**src/rtl/riscv_pkg.sv**
```systemverilog
// Shared RISC-V opcode constants, dispatch op_class encodings and the
// dispatch queue FSM state encoding.
package riscv_pkg;

  localparam logic [6:0] OPC_OP     = 7'b0110011;
  localparam logic [6:0] OPC_OP_IMM = 7'b0010011;
  localparam logic [6:0] OPC_LOAD   = 7'b0000011;
  localparam logic [6:0] OPC_STORE  = 7'b0100011;
  localparam logic [6:0] OPC_BRANCH = 7'b1100011;
  localparam logic [6:0] OPC_JAL    = 7'b1101111;
  localparam logic [6:0] OPC_JALR   = 7'b1100111;
  localparam logic [6:0] OPC_LUI    = 7'b0110111;
  localparam logic [6:0] OPC_AUIPC  = 7'b0010111;

  typedef enum logic [3:0] {
    CLS_ALU_R   = 4'd0,
    CLS_ALU_I   = 4'd1,
    CLS_LOAD    = 4'd2,
    CLS_STORE   = 4'd3,
    CLS_BRANCH  = 4'd4,
    CLS_JAL     = 4'd5,
    CLS_JALR    = 4'd6,
    CLS_LUI     = 4'd7,
    CLS_AUIPC   = 4'd8,
    CLS_ILLEGAL = 4'd15
  } op_class_e;

  typedef enum logic [1:0] {
    ST_IDLE  = 2'd0,
    ST_RUN   = 2'd1,
    ST_FLUSH = 2'd2
  } dq_state_e;

endpackage

```
**src/rtl/instr_field_decode.sv**
```systemverilog
// Combinational register-field and op_class decode of one instruction word.
module instr_field_decode
  import riscv_pkg::*;
#(
  parameter int DATA_WIDTH = 32
) (
  input  logic [DATA_WIDTH-1:0] instr,
  output logic [4:0]            rd,
  output logic [4:0]            rs1,
  output logic [4:0]            rs2,
  output logic [3:0]            op_class,
  output logic                  illegal
);

  // funct3 and the upper immediate bits play no part in this decode
  logic unused_bits;
  assign unused_bits = ^{instr[DATA_WIDTH-1:25], instr[14:12]};

  assign rd  = instr[11:7];
  assign rs1 = instr[19:15];
  assign rs2 = instr[24:20];

  always_comb begin
    op_class = CLS_ILLEGAL;
    illegal  = 1'b0;
    case (instr[6:0])
      OPC_OP:     op_class = CLS_ALU_R;
      OPC_OP_IMM: op_class = CLS_ALU_I;
      OPC_LOAD:   op_class = CLS_LOAD;
      OPC_STORE:  op_class = CLS_STORE;
      OPC_BRANCH: op_class = CLS_BRANCH;
      OPC_JAL:    op_class = CLS_JAL;
      OPC_JALR:   op_class = CLS_JALR;
      OPC_LUI:    op_class = CLS_LUI;
      OPC_AUIPC:  op_class = CLS_AUIPC;
      default: begin
        op_class = CLS_ILLEGAL;
        illegal  = 1'b1;
      end
    endcase
  end

endmodule

```
**src/rtl/dispatch_queue.sv**
```systemverilog
// Fetch-to-dispatch instruction queue: circular FIFO of {instruction, pc}
// with a redirect FSM and a head-entry decoder.
//
// state    | meaning
// ST_IDLE  | one cycle after reset release, no fetch
// ST_RUN   | normal push/pop
// ST_FLUSH | redirect in progress; fetch held off, queue shown empty
module dispatch_queue
  import riscv_pkg::*;
#(
  parameter int DATA_WIDTH = 32,
  parameter int DEPTH      = 4
) (
  input  logic                       clk,
  input  logic                       reset,
  input  logic [DATA_WIDTH-1:0]      instruction,
  input  logic [DATA_WIDTH-1:0]      pc_in,
  input  logic                       flush,
  output logic                       fetch_rd_en,
  input  logic                       dispatch_ready,
  output logic                       dispatch_valid,
  output logic [DATA_WIDTH-1:0]      dispatch_instruction,
  output logic [DATA_WIDTH-1:0]      dispatch_pc,
  output logic [4:0]                 rd,
  output logic [4:0]                 rs1,
  output logic [4:0]                 rs2,
  output logic [3:0]                 op_class,
  output logic                       illegal,
  output logic [$clog2(DEPTH):0]     occupancy
);

  localparam int PW = $clog2(DEPTH);
  localparam int CW = PW + 1;

  dq_state_e             state_q, state_d;
  logic [PW-1:0]         head_q, tail_q;
  logic [CW-1:0]         count_q;
  logic [DATA_WIDTH-1:0] instr_mem_q [DEPTH];
  logic [DATA_WIDTH-1:0] pc_mem_q    [DEPTH];

  logic full, empty, push, pop;
  logic [3:0] dec_class;
  logic       dec_illegal;

  assign full  = (count_q == CW'(DEPTH));
  assign empty = (count_q == '0);

  assign fetch_rd_en    = (state_q == ST_RUN) && !full && !flush;
  assign dispatch_valid = !empty && (state_q != ST_FLUSH);

  assign push = fetch_rd_en;
  assign pop  = dispatch_valid && dispatch_ready && !flush;

  always_comb begin
    state_d = state_q;
    case (state_q)
      ST_IDLE:  state_d = ST_RUN;
      ST_RUN:   if (flush) state_d = ST_FLUSH;
      ST_FLUSH: if (!flush) state_d = ST_RUN;
      default:  state_d = ST_IDLE;
    endcase
  end

  always_ff @(posedge clk or negedge reset) begin
    if (!reset) begin
      state_q <= ST_IDLE;
      head_q  <= '0;
      tail_q  <= '0;
      count_q <= '0;
    end else begin
      state_q <= state_d;
      if (flush) begin
        head_q  <= '0;
        tail_q  <= '0;
        count_q <= '0;
      end else begin
        if (push) tail_q <= tail_q + PW'(1);
        if (pop)  head_q <= head_q + PW'(1);
        if (push && !pop)      count_q <= count_q + CW'(1);
        else if (pop && !push) count_q <= count_q - CW'(1);
      end
    end
  end

  always_ff @(posedge clk or negedge reset) begin
    if (!reset) begin
      for (int i = 0; i < DEPTH; i++) begin
        instr_mem_q[i] <= '0;
        pc_mem_q[i]    <= '0;
      end
    end else if (push) begin
      instr_mem_q[tail_q] <= instruction;
      pc_mem_q[tail_q]    <= pc_in;
    end
  end

  assign dispatch_instruction = instr_mem_q[head_q];
  assign dispatch_pc          = pc_mem_q[head_q];
  assign occupancy            = count_q;

  instr_field_decode #(.DATA_WIDTH(DATA_WIDTH)) u_decode (
    .instr    (dispatch_instruction),
    .rd       (rd),
    .rs1      (rs1),
    .rs2      (rs2),
    .op_class (dec_class),
    .illegal  (dec_illegal)
  );

  // Zeroed storage decodes as illegal; mask the class when nothing is presented
  // so an empty or reset queue drives all-zero outputs.
  assign op_class = dispatch_valid ? dec_class : 4'd0;
  assign illegal  = dispatch_valid & dec_illegal;

endmodule

```
**config.mk**
```make
export PLATFORM = sky130hd
export DESIGN_NAME = dispatch_queue
export DESIGN_NICKNAME = d
export VERILOG_FILES = /design/src/rtl/riscv_pkg.sv /design/src/rtl/instr_field_decode.sv /design/src/rtl/dispatch_queue.sv
export SDC_FILE = /design/constraint.sdc
export NUM_CORES = 1
export LEC_CHECK = 0
export CAP_MARGIN = 20
export CELL_PAD_IN_SITES_DETAIL_PLACEMENT = 0
export CELL_PAD_IN_SITES_GLOBAL_PLACEMENT = 1
export CORE_MARGIN = 1.5
export CORE_UTILIZATION = 40
export DETAILED_ROUTE_END_ITERATION = 8
export PLACE_DENSITY_LB_ADDON = 0.1
export SLEW_MARGIN = 10
export SYNTH_ARGS = -nofsm -noshare
export SYNTH_HDL_FRONTEND = slang
export SYNTH_SLANG_ARGS = --single-unit
```
**constraint.sdc**
```tcl
create_clock -name clk -period 4.25 [get_ports clk]
set_input_delay 1.275 -clock clk [delete_from_list [all_inputs] [get_ports clk]]
set_output_delay 1.275 -clock clk [all_outputs]
set_load 0.02 [all_outputs]
```
==> results of run 1 <==
==> logic make-up after synthesis <==
group	Yosys count
multiplexers	321
flip-flops	265
buffers and inverters	67
AND/OR/NAND/NOR	30
AO/OA/AOI/OAI	21
XOR/XNOR	6
adder cells (fa/ha/maj)	5
==> sequential cells by signal, summed over array words and instances (netlist names) <==
register	cells
head_q	2
state_q	2
occupancy	3
pc_mem_q	128
tail_q	2
instr_mem_q	128
==> layer usage <==
layer	GRT usage, %	routed length [um]	vias to the layer above
met5	0	13	-
met1	22.27	10970	3638
met4	4.131	461	2
met3	4.199	1512	34
li1	-	-	2916
met2	32.59	14190	155
==> worst max-delay path, delay by kind of cell (launching register included) <==
family                 cells  cell delay (ns)
buffers and inverters      2             1.16
DFF                        1             0.48
muxes                      1             0.59
==> worst min-delay path by stage <==
stage / startpoint / end / slack (ns) / cells past startpoint
after detailed placement: pc_mem_q[60]$_DFFE_PN0P_ / pc_mem_q[60]$_DFFE_PN0P_ / 0.47 / 1
after global routing: pc_mem_q[50]$_DFFE_PN0P_ / pc_mem_q[50]$_DFFE_PN0P_ / 0.50 / 1
after global placement: pc_mem_q[55]$_DFFE_PN0P_ / pc_mem_q[55]$_DFFE_PN0P_ / 0.46 / 1
final: pc_mem_q[50]$_DFFE_PN0P_ / pc_mem_q[50]$_DFFE_PN0P_ / 0.48 / 1
after floorplan: instr_mem_q[42]$_DFFE_PN0P_ / instr_mem_q[42]$_DFFE_PN0P_ / 0.45 / 1
after CTS: pc_mem_q[60]$_DFFE_PN0P_ / pc_mem_q[60]$_DFFE_PN0P_ / 0.49 / 1
==> cells in the mapped netlist <==
cell / instances / area (um^2)
a211oi_1: 1 / 7.510
a21boi_0: 2 / 15.01
a21o_1: 2 / 15.01
a21oi_1: 3 / 15.01
a221oi_2: 1 / 15.01
a31oi_1: 2 / 12.51
a31oi_4: 1 / 21.27
a41oi_1: 1 / 8.760
and2_1: 5 / 31.28
and2b_4: 1 / 10.01
and3b_1: 1 / 8.760
buf_1: 2 / 7.510
buf_2: 7 / 35.03
buf_4: 20 / 150.1
buf_6: 27 / 304.0
clkbuf_1: 4 / 15.01
dfrtp_1: 265 / 6631
fa_1: 1 / 20.02
ha_1: 4 / 50.05
inv_1: 7 / 26.28
mux2_1: 21 / 236.5
mux2_2: 235 / 2646
mux2i_1: 1 / 10.01
mux4_1: 1 / 26.28
mux4_2: 63 / 1419
nand2_1: 4 / 15.01
nand2b_1: 2 / 12.51
nand3_1: 2 / 10.01
nand4_1: 1 / 6.260
nor2_1: 8 / 30.03
nor2b_1: 1 / 6.260
nor2b_2: 1 / 8.760
nor3_1: 1 / 5.000
nor3b_1: 3 / 22.52
o21ai_0: 6 / 30.03
o311ai_2: 1 / 16.27
o31ai_1: 1 / 7.510
xnor2_1: 2 / 17.52
xor2_1: 4 / 35.03
==> per-stage QoR <==
step / hold slack (ns) / util, %
finish: 0.4791 / 49.50
global route: 0.5000 / 49.50
CTS: 0.4850 / 49.40
detailed placement: 0.4717 / 46.43
global placement: 0.4614 / 46.43
floorplan: 0.4524 / -
==> layout by cell type, fill, tap and decap left out, drive strengths merged, types with 2 or more instances in the layout <==
cell type,synthesis,layout
xnor2,2,2
dlymetal6s2s,0,4
nand3,2,2
mux2,256,256
ha,4,4
clkinv,0,5
o21ai,6,6
mux4,64,64
clkbuf,4,45
nor2b,2,2
a21o,2,2
nor2,8,8
xor2,4,4
buf,56,26
a21boi,2,2
and2,5,5
nand2b,2,2
a31oi,3,3
nand2,4,4
a21oi,3,3
dfrtp,265,265
inv,7,7
nor3b,3,3
clkdlybuf4s50,0,151
==> final cells by class <==
type | instances | area (um^2) | area share [%]
Clock inverter | 5 | 25.02 | 0.1710
Inverter | 7 | 26.28 | 0.1796
Multi-Input combinational cell | 383 | 4797 | 32.79
Timing Repair Buffer | 181 | 1831 | 12.51
Tap cell | 390 | 488.0 | 3.335
Clock buffer | 45 | 825.8 | 5.644
Sequential cell | 265 | 6639 | 45.37
==> power groups by stage <==
stage	Combinational [mW]	Clock, mW	Sequential, mW
finish	5.14	2.28	4.06
CTS	5.20	2.35	4.08
floorplan	3.50	0	3.91
global route	5.49	2.47	4.20
global placement	5.02	0	4.02
detailed placement	5.14	0	4.14
==> what timing repair did <==
item | CTS | global route
hold buffers | 0 | 0
resized for setup | 1 | 4
setup buffers | 4 | 2
hold endpoints to repair | 0 | 0
pin swaps | 0 | 0
setup endpoints to repair | 33 | 4
gates cloned | 0 | 0
==> flow_metrics.py, run 1 <==
metrics = {
    "floorplan": {
        "fp.coreArea_mm2": 0.02956,
        "die_w_um": 175.9,
        "die_y_um": 175.9,
        "dieArea_mm2": 0.03095,
        "io_pins": 157,
        "row_count": 63,
        "initial_utilization_pct": 40.46,
    },
    "final_layout": {
        "design_area_mm2": 0.01463,
        "synthToLayoutAreaGrowth_pct": 22.33,
        "fill_cells": 2517,
        "final_cells": 1276,
        "num_antenna_cells": 0,
        "nets": 940,
        "layout-drive-gt1-share_pct": 42.21,
    },
    "critical_path": {
        "cp-start-kind": "flip-flop",
        "crit_chain": "buf_4 > mux4_2 > clkdlybuf4s50_1",
        "r2r_end": "pc_mem_q[24]$_DFFE_PN0P_",
        "critPathMaxStageDelay_ns": 0.61,
        "ff2ff_path_depth": 6,
        "critPathCaptureType": "output pin",
        "startpoint": "head_q[0]$_DFFE_PN0P_",
        "endpoint": "dispatch_pc[10]",
        "cp_slowest_cell": "clkdlybuf4s50_1",
        "cp.required_ns": 2.97,
        "critical_path_class": "flip-flop to output pin",
        "worstPathMaxFanout": 29,
        "arrival_ns": 2.80,
        "timing.reg2reg.setup_slack_ns": 1.77,
        "worstReg2RegStart": "state_q[1]$_DFFE_PN0P_",
    },
    "power": {
        "netSwitchingPower_mw": 3.787,
        "design_power_total_mw": 11.48,
        "clkPwrFrac_pct": 19.9,
        "power_density_mw_per_mm2": 784.7,
        "pwr-share-comb_pct": 44.7,
        "p_seq_share_pct": 35.4,
        "leakage_nw": 6.198,
        "swShare_pct": 32.98,
        "p_int_mw": 7.695,
        "peakVddDrop_mv": 0.4022,
    },
    "global_route": {
        "grt_max_degree": 112,
        "grt-ovfl-total": 0,
        "grt_usage_pct": 18.21,
        "grt_antenna_before_repair": 1,
        "grt_pass1_vias": 7834,
        "grt_pass1_wl_um": 43900,
    },
    "detailed_routing": {
        "drt_iter0_drc": 320,
        "finalWirelength_um": 27150,
        "via_count": 6745,
        "wl_per_cell_um": 21.28,
        "drc": 0,
        "viasPerCell": 5.286,
        "ant_nets": 0,
        "dr.pass1.iters": 4,
    },
    "synth": {
        "synth-simple-area-share_pct": 1.391,
        "synth_warnings": 0,
        "synth_mux_area_share_pct": 36.27,
        "seq_area_frac_synth_pct": 55.45,
        "syn_area_per_cell_um2": 16.73,
        "ys_seq_elements": 265,
        "synthAdderAreaFrac_pct": 0.5858,
        "synth-compound-area-share_pct": 1.370,
        "netlist_instances": 715,
        "netlist_area_mm2": 0.01196,
        "synth_nets": 788,
        "synth_top_family_by_area": "multiplexers",
        "synth-xor-area-share_pct": 0.4394,
        "synthDistinctLibCells": 39,
    },
    "clock_network": {
        "cts-htree-levels": 1,
        "clk_latency_ns": 0.54,
        "clock-sinks": 265,
        "root_buffer": "clkbuf_16",
        "clockBufferDepth": 3,
        "cts.clk_slew.worst_paths_ns": 0.06,
        "cts_inserted_buffers": 29,
        "cts_tree": "built",
    },
    "timing": {
        "min_period_over_period_pct": 95.83,
        "finalSetupViolCount": 0,
        "tightest_slew_ns": 0.8677,
        "max_slew_margin_pct": 42.15,
        "max_freq_mhz": 245.5,
        "hold_viol_final": 0,
        "slew_viol_final": 0,
        "fin_worst_skew_ns": 0.01382,
        "finalSetupTns_ns": 0,
        "final.setup.worst_slack_ns": 0.1774,
        "rsz0062_at_grt": "false",
        "min_period_ns": 4.073,
    },
    "place": {
        "post-dp-hpwl_um": 17080,
        "placed_area_mm2": 0.01373,
        "dpl.cell_count": 1220,
        "io_buffers": 156,
        "gp_congestion": 0.7429,
        "place_ws_ns": 0.3697,
    },
    "job": {
        "max_cap_violations": 0,
    },
    "outcome": {
        "status": "finished clean",
    },
    "hold_path": {
        "hold_path.class": "flip-flop to flip-flop",
    },
}
Power figures use the tool's default switching activity.
==> run 2, diff against run 1 <==
Settings changed: CTS_CLUSTER_DIAMETER from default to 100.
==> results of run 2 <==
Final layout, timing and power as in run 1 (identical DEF).
==> run 3, diff against run 2 <==
Clock period 4.25 ns to 4.8 ns, I/O delays scaled along.
==> flow_metrics.py, run 3 (synthesized netlist as in run 1, its figures left out) <==
metrics = {
    "critical_path": {
        "cp.required_ns": 3.36,
        "critPathCaptureType": "output pin",
        "timing.reg2reg.setup_slack_ns": 2.23,
        "cp_slowest_cell": "mux4_1",
        "worstPathMaxFanout": 12,
        "critical_path_class": "flip-flop to output pin",
        "path_delay_family": "multiplexers",
        "crit_chain": "mux4_1 > nor2b_2 > nand2_1 > a221oi_2 > a31oi_1 > clkdlybuf4s50_1",
        "worstReg2RegStart": "state_q[1]$_DFFE_PN0P_",
        "critPathMaxStageDelay_ns": 0.69,
        "arrival_ns": 3.03,
        "path_depth": 6,
        "r2r_end": "pc_mem_q[45]$_DFFE_PN0P_",
        "path_buf_inv": 1,
        "cp-start-kind": "flip-flop",
        "ff2ff_path_depth": 6,
    },
    "detailed_routing": {
        "wl_per_cell_um": 20.62,
        "drt_iter0_drc": 240,
        "ant_nets": 0,
        "via_count": 6715,
        "dr.pass1.iters": 4,
        "finalWirelength_um": 26370,
        "viasPerCell": 5.250,
        "drc": 0,
    },
    "outcome": {
        "status": "finished clean",
    },
    "global_route": {
        "grt_use_met3_pct": 4.004,
        "gr-usage-met1_pct": 22.12,
        "grtUsageMet2_pct": 30.62,
        "grt_pass1_vias": 7675,
        "grt_pass1_wl_um": 42750,
        "grt.busiest_layer": "met2",
        "grt-ovfl-total": 0,
        "grt_antenna_before_repair": 3,
        "grt_usage_pct": 17.66,
        "grt_max_degree": 115,
    },
    "floorplan": {
        "initial_utilization_pct": 40.46,
        "row_count": 63,
        "fp.coreArea_mm2": 0.02956,
        "dieArea_mm2": 0.03095,
        "io_pins": 157,
        "die_w_um": 175.9,
        "die_y_um": 175.9,
    },
    "power": {
        "swShare_pct": 32.13,
        "netSwitchingPower_mw": 3.339,
        "p_int_mw": 7.054,
        "leakage_nw": 6.216,
        "clkPwrFrac_pct": 21.9,
        "p_seq_share_pct": 34.6,
        "power_density_mw_per_mm2": 703.9,
        "peakVddDrop_mv": 0.2990,
        "pwr-share-comb_pct": 43.6,
    },
    "clock_network": {
        "root_buffer": "clkbuf_16",
        "cts_tree": "built",
        "ctsHoldBuffers": 0,
        "cts.clk_slew.worst_paths_ns": 0.05,
        "clk_latency_ns": 0.54,
        "cts_repair_resize_count": 0,
        "cts-htree-levels": 1,
        "clockBufferDepth": 3,
        "clock-sinks": 265,
        "cts_inserted_buffers": 30,
    },
    "place": {
        "dpl.cell_count": 1214,
        "gp_congestion": 0.7581,
        "post-dp-hpwl_um": 16540,
        "io_buffers": 156,
        "place_ws_ns": 0.5976,
    },
    "hold_path": {
        "hold_start": "instr_mem_q[26]$_DFFE_PN0P_",
        "whs_path_depth": 1,
        "hold_path.class": "flip-flop to flip-flop",
        "hold_path_end": "instr_mem_q[26]$_DFFE_PN0P_",
    },
    "final_layout": {
        "regArea_mm2": 0.006639,
        "layout_common_cells": "dfrtp_1 (263), mux2_2 (235), clkdlybuf4s50_1 (155), mux4_2 (63), clkbuf_16 (31)",
        "mostFrequentLayoutCell": "dfrtp_1",
        "multi_input_area_mm2": 0.004801,
        "synthToLayoutAreaGrowth_pct": 23.47,
        "final_core_util_pct": 49.96,
        "final_cells": 1279,
        "fill_cells": 2457,
        "nets": 938,
        "layout-drive-gt1-share_pct": 42.39,
    },
    "job": {
        "max_cap_violations": 0,
    },
    "timing": {
        "finalSetupTns_ns": 0,
        "fin_worst_skew_ns": 0.007751,
        "slew_viol_final": 0,
        "min_period_ns": 4.470,
        "tightest_slew_ns": 0.9626,
        "final.setup.worst_slack_ns": 0.3305,
        "rsz0062_at_grt": "false",
        "max_freq_mhz": 223.7,
        "hold_viol_final": 0,
        "finalSetupViolCount": 0,
        "min_period_over_period_pct": 93.11,
        "max_slew_margin_pct": 35.28,
    },
}
==> run 3: cell count changes in the layout (fill, tap and decap cells not counted), moves of 2 or more <==
cell and change:
clkbuf_16 +2, dlymetal6s2s_1 -4, diode_2 +2, bufinv_16 +2, clkbuf_8 +4, clkbuf_1 -2
clkdlybuf4s50_1 +4, clkinv_2 -3, buf_4 -3
==> run 3: stage by stage <==
step	cell area [um^2]	hold slack (ns)	power [mW]
6_report	14770	0.4827	10.39
5_1_grt	14770	0.4961	10.99
4_1_cts	14690	0.4859	10.51
3_5_place_dp	13690	0.4731	8.190
3_3_place_gp	13690	0.4618	7.991
2_1_floorplan	11960	0.4524	6.559
==> run 3: worst reg2reg max path, stage by stage, from the launching register on <==
cell and delay (ns):
dfrtp_1 0.40, nand2b_1 0.21, a31oi_4 0.29, and2b_4 0.25, and2_4 0.59, buf_12 0.35
mux2_2 0.37
==> run 3: how the worst max path moves through the flow <==
| stage | slack (ns) | to | from |
|---|---|---|---|
| global route | 0.13 | op_class[0] | head_q[0]$_DFFE_PN0P_ |
| CTS | 0.13 | op_class[0] | head_q[0]$_DFFE_PN0P_ |
| detailed placement | 0.60 | fetch_rd_en | flush |
| finish | 0.33 | op_class[0] | head_q[0]$_DFFE_PN0P_ |
| floorplan | 1.40 | op_class[0] | head_q[0]$_DFFE_PN0P_ |
| global placement | 0.61 | fetch_rd_en | flush |
==> run 3: timing repair <==
item | CTS | global route
endpoints found under the setup margin | 0 | 1
hold endpoints to repair | 0 | 0
setup buffers | 0 | 9
==> run 3: routing by layer <==
| metal | wire, um | up-vias |
|---|---|---|
| met5 | 11 | - |
| met3 | 1469 | 44 |
| met2 | 13530 | 132 |
| met4 | 557 | 2 |
| li1 | - | 2936 |
| met1 | 10800 | 3601 |
==> run 3: final cells by class <==
cell class,instances,area share (%)
timing repair buffer,178,12.24
inverter,7,0.1779
multi-input combinational,383,32.51
sequential,265,44.96
clock inverter,5,0.5253
tap,390,3.305
clock buffer,49,6.253
antenna,2,0.03389
==> run 3: power by group through the flow <==
stage	logic, mW	clock network, mW	registers, mW
final	4.53	2.27	3.59
after CTS	4.55	2.34	3.62
after global placement	4.44	0	3.56
after detailed placement	4.53	0	3.66
after floorplan	3.10	0	3.46
after global routing	4.84	2.44	3.72
